`config.mk`:
```
export PLATFORM = sky130hd
export DESIGN_NAME = seven_seg_controller_flat
export DESIGN_NICKNAME = d
export VERILOG_FILES = /design/src/rtl/seven_seg_controller_if.sv /design/src/rtl/seven_seg_controller.sv /design/src/flat_wrapper.sv
export SDC_FILE = /design/constraint.sdc
export NUM_CORES = 1
export LEC_CHECK = 0
export CORE_ASPECT_RATIO = 0.6
export CORE_UTILIZATION = 45
export DETAILED_ROUTE_END_ITERATION = 8
export PLACE_DENSITY = 0.69
export SETUP_SLACK_MARGIN = 0.5
export SYNTH_ARGS = -nofsm -noshare
export SYNTH_HDL_FRONTEND = slang
export SYNTH_SLANG_ARGS = --single-unit
```
`constraint.sdc`:
```
create_clock -name clock -period 2.6 [get_ports clock]
set_input_delay 0.52 -clock clock [delete_from_list [all_inputs] [get_ports clock]]
set_output_delay 0.52 -clock clock [all_outputs]
set_load 0.02 [all_outputs]
```
`src/rtl/seven_seg_controller_if.sv`:
```
// ============================================================================
// Module      : seven_seg_controller_if
// Description : Host-side write port and display-side drive of the
//               four-digit seven-segment controller.
// Revision    : 1.0 - initial release
// ============================================================================
`default_nettype none

interface seven_seg_controller_if;
    logic        enable;
    logic [15:0] data;
    logic [3:0]  dp;
    logic        load;
    logic [3:0]  anode;
    logic [6:0]  seg;
    logic        dp_n;
    logic        frame_done;

    modport master (
        output enable, data, dp, load,
        input  anode, seg, dp_n, frame_done
    );

    modport slave (
        input  enable, data, dp, load,
        output anode, seg, dp_n, frame_done
    );
endinterface

`default_nettype wire

```
`src/rtl/seven_seg_controller.sv`:
```
// ============================================================================
// Module      : seven_seg_controller
// Description : Four-digit common-anode scan controller with a double-buffered
//               display register updated only at frame boundaries.
//               Optional macro SEG_GHOST_BLANK_EN inserts DEAD_CYCLES of blank
//               time at the start of every digit slot.
// Revision    : 1.0 - initial release
// ============================================================================
`default_nettype none

module seven_seg_controller #(
    parameter int DIV_COUNT   = 50000,
    parameter int DEAD_CYCLES = 1000
) (
    input  logic                   clock,
    input  logic                   reset,
    seven_seg_controller_if.slave  bus
);

    localparam int               CNT_W    = (DIV_COUNT > 1) ? $clog2(DIV_COUNT) : 1;
    localparam logic [CNT_W-1:0] CNT_LAST = CNT_W'(DIV_COUNT - 1);
`ifdef SEG_GHOST_BLANK_EN
    localparam logic [CNT_W-1:0] DEAD_LAST = CNT_W'(DEAD_CYCLES - 1);
`endif

    typedef enum logic [1:0] {
        S_IDLE  = 2'd0,
`ifdef SEG_GHOST_BLANK_EN
        S_BLANK = 2'd1,
`endif
        S_ON    = 2'd2
    } state_t;

`ifdef SEG_GHOST_BLANK_EN
    localparam state_t SLOT_START = S_BLANK;
`else
    localparam state_t SLOT_START = S_ON;
`endif

    state_t           r_state;
    logic [1:0]       r_idx;
    logic [CNT_W-1:0] r_cnt;
    logic [15:0]      r_shadow;
    logic [3:0]       r_dp_shadow;
    logic [15:0]      r_disp;
    logic [3:0]       r_dp;
    logic             r_pending;
    logic [3:0]       r_anode;
    logic [6:0]       r_seg;
    logic             r_dp_n;
    logic             r_frame_done;

    logic [15:0]      w_disp_next;
    logic [3:0]       w_dp_next;
    logic [15:0]      w_shadow_next;
    logic [3:0]       w_dp_shadow_next;
    logic             w_pending_next;
    logic             w_slot_end;
    logic [3:0]       w_nibble;

    function automatic logic [6:0] decode(input logic [3:0] nib);
        logic [6:0] s;
        case (nib)
            4'h0: s = 7'b1000000;
            4'h1: s = 7'b1111001;
            4'h2: s = 7'b0100100;
            4'h3: s = 7'b0110000;
            4'h4: s = 7'b0011001;
            4'h5: s = 7'b0010010;
            4'h6: s = 7'b0000010;
            4'h7: s = 7'b1111000;
            4'h8: s = 7'b0000000;
            4'h9: s = 7'b0010000;
            4'hA: s = 7'b0001000;
            4'hB: s = 7'b0000011;
            4'hC: s = 7'b1000110;
            4'hD: s = 7'b0100001;
            4'hE: s = 7'b0000110;
            default: s = 7'b0001110;
        endcase
        return s;
    endfunction

    // The frame_done register marks the boundary cycle; the first digit of the
    // new frame decodes from the post-boundary value so no frame ever tears.
    always_comb begin
        w_disp_next      = r_disp;
        w_dp_next        = r_dp;
        w_shadow_next    = r_shadow;
        w_dp_shadow_next = r_dp_shadow;
        w_pending_next   = r_pending;
        if (bus.load) begin
            w_shadow_next    = bus.data;
            w_dp_shadow_next = bus.dp;
        end
        if ((r_state == S_IDLE) || r_frame_done) begin
            if (bus.load) begin
                w_disp_next    = bus.data;
                w_dp_next      = bus.dp;
                w_pending_next = 1'b0;
            end else if (r_frame_done && r_pending) begin
                w_disp_next    = r_shadow;
                w_dp_next      = r_dp_shadow;
                w_pending_next = 1'b0;
            end
        end else if (bus.load) begin
            w_pending_next = 1'b1;
        end
    end

    assign w_slot_end = (r_cnt == CNT_LAST);
    assign w_nibble   = w_disp_next[{r_idx, 2'b00} +: 4];

    always_ff @(posedge clock or negedge reset) begin
        if (!reset) begin
            r_state      <= S_IDLE;
            r_idx        <= 2'd0;
            r_cnt        <= '0;
            r_shadow     <= 16'h0000;
            r_dp_shadow  <= 4'h0;
            r_disp       <= 16'h0000;
            r_dp         <= 4'h0;
            r_pending    <= 1'b0;
            r_anode      <= 4'b1111;
            r_seg        <= 7'h7F;
            r_dp_n       <= 1'b1;
            r_frame_done <= 1'b0;
        end else begin
            r_shadow    <= w_shadow_next;
            r_dp_shadow <= w_dp_shadow_next;
            r_disp      <= w_disp_next;
            r_dp        <= w_dp_next;
            r_pending   <= w_pending_next;

            if (!bus.enable) begin
                r_state      <= S_IDLE;
                r_idx        <= 2'd0;
                r_cnt        <= '0;
                r_anode      <= 4'b1111;
                r_seg        <= 7'h7F;
                r_dp_n       <= 1'b1;
                r_frame_done <= 1'b0;
            end else begin
                case (r_state)
                    S_IDLE: begin
                        r_state      <= SLOT_START;
                        r_idx        <= 2'd0;
                        r_cnt        <= '0;
                        r_anode      <= 4'b1111;
                        r_seg        <= 7'h7F;
                        r_dp_n       <= 1'b1;
                        r_frame_done <= 1'b0;
                    end
`ifdef SEG_GHOST_BLANK_EN
                    S_BLANK: begin
                        r_anode      <= 4'b1111;
                        r_seg        <= 7'h7F;
                        r_dp_n       <= 1'b1;
                        r_frame_done <= 1'b0;
                        r_cnt        <= r_cnt + 1'b1;
                        if (r_cnt == DEAD_LAST) begin
                            r_state <= S_ON;
                        end
                    end
`endif
                    S_ON: begin
                        r_anode      <= ~(4'b0001 << r_idx);
                        r_seg        <= decode(w_nibble);
                        r_dp_n       <= ~w_dp_next[r_idx];
                        r_frame_done <= (r_idx == 2'd3) && w_slot_end;
                        if (w_slot_end) begin
                            r_cnt   <= '0;
                            r_idx   <= r_idx + 2'd1;
                            r_state <= SLOT_START;
                        end else begin
                            r_cnt <= r_cnt + 1'b1;
                        end
                    end
                    default: begin
                        r_state      <= S_IDLE;
                        r_idx        <= 2'd0;
                        r_cnt        <= '0;
                        r_anode      <= 4'b1111;
                        r_seg        <= 7'h7F;
                        r_dp_n       <= 1'b1;
                        r_frame_done <= 1'b0;
                    end
                endcase
            end
        end
    end

    assign bus.anode      = r_anode;
    assign bus.seg        = r_seg;
    assign bus.dp_n       = r_dp_n;
    assign bus.frame_done = r_frame_done;

endmodule

`default_nettype wire

```
`src/flat_wrapper.sv`:
```
// flat-port wrapper written by rule: the top's interface ports become plain ports
module seven_seg_controller_flat 
#(
    parameter int DIV_COUNT   = 50000,
    parameter int DEAD_CYCLES = 1000
)
  (clock, reset, bus_enable, bus_data, bus_dp, bus_load, bus_anode, bus_seg, bus_dp_n, bus_frame_done);
  seven_seg_controller_if bus_i ();
  input  logic clock;
  input  logic reset;
  input wire logic [$bits(bus_i.enable)-1:0] bus_enable;
  input wire logic [$bits(bus_i.data)-1:0] bus_data;
  input wire logic [$bits(bus_i.dp)-1:0] bus_dp;
  input wire logic [$bits(bus_i.load)-1:0] bus_load;
  output wire logic [$bits(bus_i.anode)-1:0] bus_anode;
  output wire logic [$bits(bus_i.seg)-1:0] bus_seg;
  output wire logic [$bits(bus_i.dp_n)-1:0] bus_dp_n;
  output wire logic [$bits(bus_i.frame_done)-1:0] bus_frame_done;
  assign bus_i.enable = bus_enable;
  assign bus_i.data = bus_data;
  assign bus_i.dp = bus_dp;
  assign bus_i.load = bus_load;
  assign bus_anode = bus_i.anode;
  assign bus_seg = bus_i.seg;
  assign bus_dp_n = bus_i.dp_n;
  assign bus_frame_done = bus_i.frame_done;
  seven_seg_controller #(.DIV_COUNT(DIV_COUNT), .DEAD_CYCLES(DEAD_CYCLES)) u_core (.clock(clock), .reset(reset), .bus(bus_i));
endmodule
```
==> impl_results.md, run 1 <==
* Worst VDD drop at between 0.0004 and 0.0005 V
* Syn_nets at roughly 360
* Top layer in use: met4
* Via count at between 2000 and 3000
* CP delay by family, top: buffers and inverters
* # port buffers at 36
* CTS sink cnt at between 70 and 80
* DRT antenna net count at 0
* Critical Path Sink Type: flip-flop
* Total track usage at 21.19%
* Number of global-route vias before repair at roughly 2600
* CP peak stage delay at approximately 500 ps
* Pwr Density at between 600 and 700 mW/mm²
* Wl on met1 at around 4100 µm
* R2r worst-path depth at 12
* H-tree depth at 3
* R2r setup slk at approximately 340 ps
* CTS tree: done
* Syn Area/Cell at around 11 µm²
* Core ar. at about 0.0079 mm²
* Setup TNS at 0 ps
* CP startpoint: u_core.bus.frame_done
* Max Fclk at roughly 0.44 GHz
* Iter 0 DRT Violations at approximately 230
* Register area share after synthesis at 50.38%
* Class of the worst hold path: input pin to asynchronous set/reset pin
* Crit-path max FO at 6
* Synth Instances at approximately 320
* Synth top area share at 41.75%
* Top FF cell, synth: dfrtp_1
* Area delta synth->final at 33.95%
* Area leader, netlist: dfrtp_1
* CP arrival at 2520 ps
* Crit share post-route at slightly below 90%
* Worst setup path end: u_core.bus.seg[3]
* CP max-delay cell: dfrtp_2
* Post-synthesis cell type count at 54
* CP startpoint kind: flip-flop
* Final min period at 2262 ps
* RSZ-0062 raised after global routing: true
* Worst R2R Start: u_core.bus.frame_done
* Worst flop-to-flop path endpoint: u_core.bus.seg[3]
* Status: finished, final reports clean
* Worst hold slack at ~150 ps
* Global-route wire length before repair at ~14000 µm
* Die W at approximately 120 µm
* Final setup vio count at 0
* Finished Layout Cells at 504
* CP Depth at 12
* Largest net degree at the start of global routing at 53
* Grt ovf at 0
* Synth top cells by count: dfrtp_1 (61), nor2_1 (30), mux2_2 (25)
* DIE AREA at 0.008501 mm²
* Largest cells by area after synthesis: dfrtp_1 (42%), dfstp_2 (8.6%), mux2_2 (7.7%)
* Final hold vios at 0
* Fraction of registers with async set/reset at 100.0%
* Post-DP HPWL at about 5500 µm
* WL met3 at slightly above 600 µm
* Synth Register Bits at 73
* DRC errors left at 0
* Slew headroom at roughly two thirds
* GP Congestion at between 0.8 and 0.9
* Leakage power at 2.112 nW
* Initial Utilization at between 40% and 50%
* Root Buffer: clkbuf_16
* Netlist Area Pre-Place at ~0.0037 mm²
* Die Span Y at between 70 and 80 µm
* Critical path required time at approximately 2900 ps
* Layout cells sized above 1 at roughly 36%
* Final Skew at roughly 8.1 ps
* Vias per cell at 5.429
* Clk buf depth at 2
* Count leader, synth: dfrtp_1
* Worst Max-Slew Pin Slew at approximately 520 ps
* Ant diodes at 0
* Top cell by count, worst path: buf_6
* Worst path bufs/invs at 4
* Synth warnings at 0
* Initial antenna violation count at 0
* Nets at 426
* WL per Instance at roughly 17 µm
* DRT Wirelength at 8397 µm
* Clock-pin slew on the worst setup and hold paths at approximately 60 ps
* # IOs at 37
* Row count at 25
* Met2 routed WL at 3539 µm
* Max cap viols at 0
* Layout Utilization at 62.13%
* Crit Path Category: flip-flop to flip-flop
* DP Cell Count at between 400 and 500
* Drt pass-1 iters at 5
* Num CTS Buffers at 9
* Crit path cell chain: buf_6 > nor2b_4 > buf_6 > a22oi_2 > o211ai_1 > nand4_1 > buf_6 > buf_4 > ha_4 > nor2_1 > a21oi_1 > a31oi_1
* Pins Over Slew Limit at 0
* Clk_lat worst skew at around 340 ps
* Post-synth EDFFs at 0
per-stage QoR:
stage | worst slack [ps] | total power, mW | cell area, µm²
floorplan | 372.0 | 1.592 | 3711
global placement | 179.4 | 1.747 | 4222
detailed placement | 118.6 | 1.759 | 4222
CTS | 374.2 | 3.012 | 4688
global route | 267.2 | 3.204 | 4897
finish | 337.7 | 3.068 | 4897
what timing repair did:
action,CTS,global route
hold buffers,0,0
setup buffers,13,8
cloned,0,1
setup endpoints to repair,7,9
pin swaps,12,20
resized for setup,18,29
area by class of cell:
cell class | instances | area [µm²]
timing repair buffer | 73 | 696.9
inverter | 14 | 57.56
sequential | 73 | 1847
tap | 108 | 135.1
clock buffer | 11 | 232.7
multi-input combinational | 220 | 1872
fill | 602 | 2985
clock inverter | 5 | 56.30
worst min path at each step:
stage | end | slack [ps] | cells past startpoint
floorplan | u_core.bus.frame_done | 220 | 0
global placement | u_core.r_cnt[0] | 450 | 1
detailed placement | u_core.r_cnt[0] | 440 | 1
CTS | u_core.r_dp_shadow[3] | 170 | 1
global route | u_core.r_dp[0] | 180 | 1
finish | u_core.r_dp[3] | 150 | 1
registers in the layout, indices dropped and copies added (netlist names):
| signal | cells |
|---|---|
| u_core.bus.anode | 4 |
| u_core.bus.dp_n | 1 |
| u_core.bus.frame_done | 1 |
| u_core.bus.seg | 7 |
| u_core.r_cnt | 16 |
| u_core.r_disp | 16 |
| u_core.r_dp | 4 |
| u_core.r_dp_shadow | 4 |
| u_core.r_idx | 2 |
| u_core.r_pending | 1 |
| u_core.r_shadow | 16 |
| u_core.r_state | 1 |
layer usage:
metal  vias to the layer above  global-route usage, %
met4                         0                  7.692
met5                         -                      0
met1                      1350                  30.83
met2                        86                  29.35
met3                         7                  6.927
li1                       1293                      -
power breakdown:
group          internal [mW]  switching (mW)
registers               1.24          0.0549
clock network          0.741           0.472
logic                  0.281           0.276
total                   2.27           0.803
placed cells by master (no fill, tap or decap), types with 4 or more instances in the layout:
cell	instances
and3_1	7
o21ai_1	4
o211ai_1	11
dfstp_2	12
nand2_1	18
buf_4	27
o21ai_0	7
mux2i_1	17
nand4_1	4
dfrtp_2	4
mux2_2	25
nand3_1	11
dfrtp_1	57
xnor2_1	10
ha_1	6
clkbuf_16	9
and3b_1	4
buf_6	7
xor2_1	5
nor2_1	28
inv_1	10
clkdlybuf4s50_1	33
o221ai_2	5
ha_4	5
cell families (layout without fill, tap and decap cells):
| group | count (synthesis) | count (layout) | synth area share (%) |
|---|---|---|---|
| simple gates | 97 | 98 | 14.03 |
| flops | 73 | 73 | 50.38 |
| compound gates | 51 | 51 | 10.23 |
| mux | 45 | 45 | 13.52 |
| buf+inv | 31 | 103 | 4.483 |
| xor+xnor | 15 | 15 | 3.593 |
| fa+ha+maj | 11 | 11 | 3.764 |
(Power assumes the default switching activity.)
==> run 2: changes to the inputs <==
- CAP_MARGIN: not set -> 25
- HOLD_SLACK_MARGIN: not set -> 0.1
- PLACE_DENSITY: 0.69 -> 0.72
- clock period: 2.6 -> 2 ns (I/O delays scaled with it)
==> impl_results.md, run 2 (synthesized netlist as in run 1, its figures left out) <==
* Crit-path max FO at 5 (was 6)
* Largest net degree at the start of global routing at 69 (was 53)
* Number of global-route vias before repair at 2844 (was 2643)
* H-tree depth at 3 (unchanged)
* Layout Utilization at 64.46% (was 62.13%)
* Core ar. at 0.007883 mm² (unchanged)
* Critical Path Sink Type: flip-flop (unchanged)
* CP delay by family, top: compound AO/OA/AOI/OAI gates (was buffers and inverters)
* Drt pass-1 iters at 4 (was 5)
* Final min period at 2250 ps (was 2262 ps)
* Nets at 445 (was 426)
* Ant diodes at 0 (unchanged)
* CTS sink cnt at 73 (unchanged)
* Die Span Y at 71.82 µm (unchanged)
* Total track usage at 22.99% (was 21.19%)
* Root Buffer: clkbuf_16 (unchanged)
* Vias per cell at 5.489 (was 5.429)
* Violated checks: setup timing
* Most frequent cells in the layout: dfrtp_1 (60), buf_4 (47), mux2_2 (24), nor2_1 (21), clkdlybuf4s50_1 (21) (was dfrtp_1 (57), clkdlybuf4s50_1 (33), nor2_1 (28), buf_4 (27), mux2_2 (25))
* # IOs at 37 (unchanged)
* DRC errors left at 0 (unchanged)
* Clk_lat worst skew at 340 ps (about the same)
* Final setup vio count at 8 (was 0)
* Num CTS Buffers at 9 (unchanged)
* Initial Utilization at 46.38% (unchanged)
* # fillers at 615 (was 602)
* CP max-delay cell: dfrtp_2 (unchanged)
* Setup ws final at -249.5 ps (was 337.7 ps)
* DIE AREA at 0.008501 mm² (unchanged)
* Pins Over Slew Limit at 0 (unchanged)
* Largest regs: u_core.r_cnt x16, u_core.r_disp x16, u_core.r_shadow x16 (unchanged)
* Die W at 118.4 µm (unchanged)
* Placed inst area at 0.004412 mm² (was 0.004222 mm²)
* Iter 0 DRT Violations at 204 (was 233)
* Clock-pin slew on the worst setup and hold paths at 60 ps (about the same)
* Setup TNS at -976.1 ps (was 0 ps)
* # port buffers at 36 (unchanged)
* Status: complete, but fails checks (was finished, final reports clean)
* Crit share post-route at 112.5% (was 87.01%)
* CP peak stage delay at 470 ps (was 500 ps)
* DRT antenna net count at 0 (unchanged)
* Hold buffer count at cts at 0 (unchanged)
* Pwr Density at 761.2 mW/mm² (was 626.5 mW/mm²)
* Final Skew at 7.412 ps (was 8.065 ps)
* Clk buf depth at 2 (unchanged)
* Total power at 3.868 mW (was 3.068 mW)
* Global-route wire length before repair at 14730 µm (was 13570 µm)
* Grt ovf at 0 (unchanged)
* Crit Path Category: flip-flop to flip-flop (unchanged)
* GP Congestion at 0.7985 (was 0.8762)
* Worst VDD drop at 0.0004402 V (was 0.0004909 V)
* Max cap viols at 0 (unchanged)
* Worst Max-Slew Pin Slew at 381.4 ps (was 520.2 ps)
* RSZ-0062 raised after global routing: true (unchanged)
* Post-route cell area at 0.005081 mm² (was 0.004897 mm²)
* Worst path bufs/invs at 3 (was 4)
* Critical path required time at 2250 ps (was 2860 ps)
* Leakage power at 2.151 nW (was 2.112 nW)
* Crit path cell chain: nand2b_4 > and2_4 > a22oi_2 > o211ai_1 > nand4_1 > buf_6 > inv_6 > ha_4 > inv_2 > mux2i_1 > a221o_1 (was buf_6 > nor2b_4 > buf_6 > a22oi_2 > o211ai_1 > nand4_1 > buf_6 > buf_4 > ha_4 > nor2_1 > a21oi_1 > a31oi_1)
* Initial antenna violation count at 0 (unchanged)
* Most common cell after layout, fill and taps aside: dfrtp_1 (unchanged)
* Slew headroom at 74.57% (was 65.32%)
* WL per Instance at 18.17 µm (was 16.66 µm)
* Layout cells sized above 1 at 44.34% (was 36.11%)
* Area delta synth->final at 38.98% (was 33.95%)
* CP arrival at 2500 ps (was 2520 ps)
* Post-DP HPWL at 5983 µm (was 5451 µm)
* Row count at 25 (unchanged)
* Via count at 2871 (was 2736)
* CTS tree: done (unchanged)
* DRT Wirelength at 9504 µm (was 8397 µm)
* Final hold vios at 0 (unchanged)
* CP startpoint kind: flip-flop (unchanged)
* Class of the worst hold path: input pin to asynchronous set/reset pin (unchanged)
* Max Fclk at 0.4445 GHz (was 0.4420 GHz)
run 2: cell types whose count changed in the layout (fill, tap and decap cells not counted), moves of 3 or more:
cell,delta
buf_2,+14
and3_4,+4
nor2_4,+5
clkdlybuf4s50_1,-12
nor2_1,-7
dfrtp_2,-3
ha_4,-3
clkbuf_1,+3
ha_2,+3
and3_1,-4
buf_4,+20
mux2i_1,-3
dfrtp_1,+3
run 2: area by class of cell:
cell class,instances,area (µm²),share of cell area (%)
inverters,14,57.56,1.133
multi-input cells,220,2017,39.69
flip-flops and latches,73,1843,36.27
clock buffers,15,257.7,5.073
clock inverters,1,5.005,0.09850
well taps,108,135.1,2.659
repair buffers,92,765.7,15.07
run 2: metrics by stage:
step / std cells / setup slack [ps] / hold slack, ps
2_1_floorplan: 323 / -232.6 / 104.4
3_3_place_gp: 491 / -303.2 / 447.5
3_5_place_dp: 491 / -399.1 / 446.3
4_1_cts: 516 / -203.1 / 103.2
5_1_grt: 523 / -306.1 / 116.5
6_report: 523 / -249.5 / 100.7
run 2: final timing paths:
path | slack (ps) | cells after the start | start | end
hold / removal | 100 | 1 | reset | u_core.bus.anode[3]
min in group clock | 480 | 1 | u_core.r_cnt[0] | u_core.r_cnt[0]
max in group asynchronous | 1470 | 2 | reset | u_core.bus.seg[5]
setup reg to reg | -250 | 11 | u_core.bus.frame_done | u_core.bus.seg[5]
hold reg to reg | 480 | 1 | u_core.r_cnt[0] | u_core.r_cnt[0]
setup / recovery | -250 | 11 | u_core.bus.frame_done | u_core.bus.seg[5]
run 2: worst reg2reg max path, cell delays in order (launching register included):
cell and delay (ps):
dfrtp_2 470, nand2b_4 210, and2_4 200, a22oi_2 170
o211ai_1 110, nand4_1 160, buf_6 180, inv_6 50
ha_4 160, inv_2 60, mux2i_1 70, a221o_1 330
run 2: what timing repair did:
item	CTS	global route
pin swaps	10	18
gates cloned	0	2
resized for setup	79	45
endpoints found under the setup margin	39	30
buffers inserted	9	5
run 2: power breakdown:
group / internal (mW) / switching, mW / leakage [nW]
registers: 1.62 / 0.0735 / 0.878
logic: 0.344 / 0.376 / 1.15
clock network: 0.874 / 0.583 / 0.128
run 2: per-layer routing:
layer	vias to the layer above	global-route usage (%)	part of all wire, %
li1	1334	-	-
met1	1463	30.75	47
met2	65	36.41	47
met3	9	6.847	4.5
met4	0	6.980	0.81
met5	-	0	0
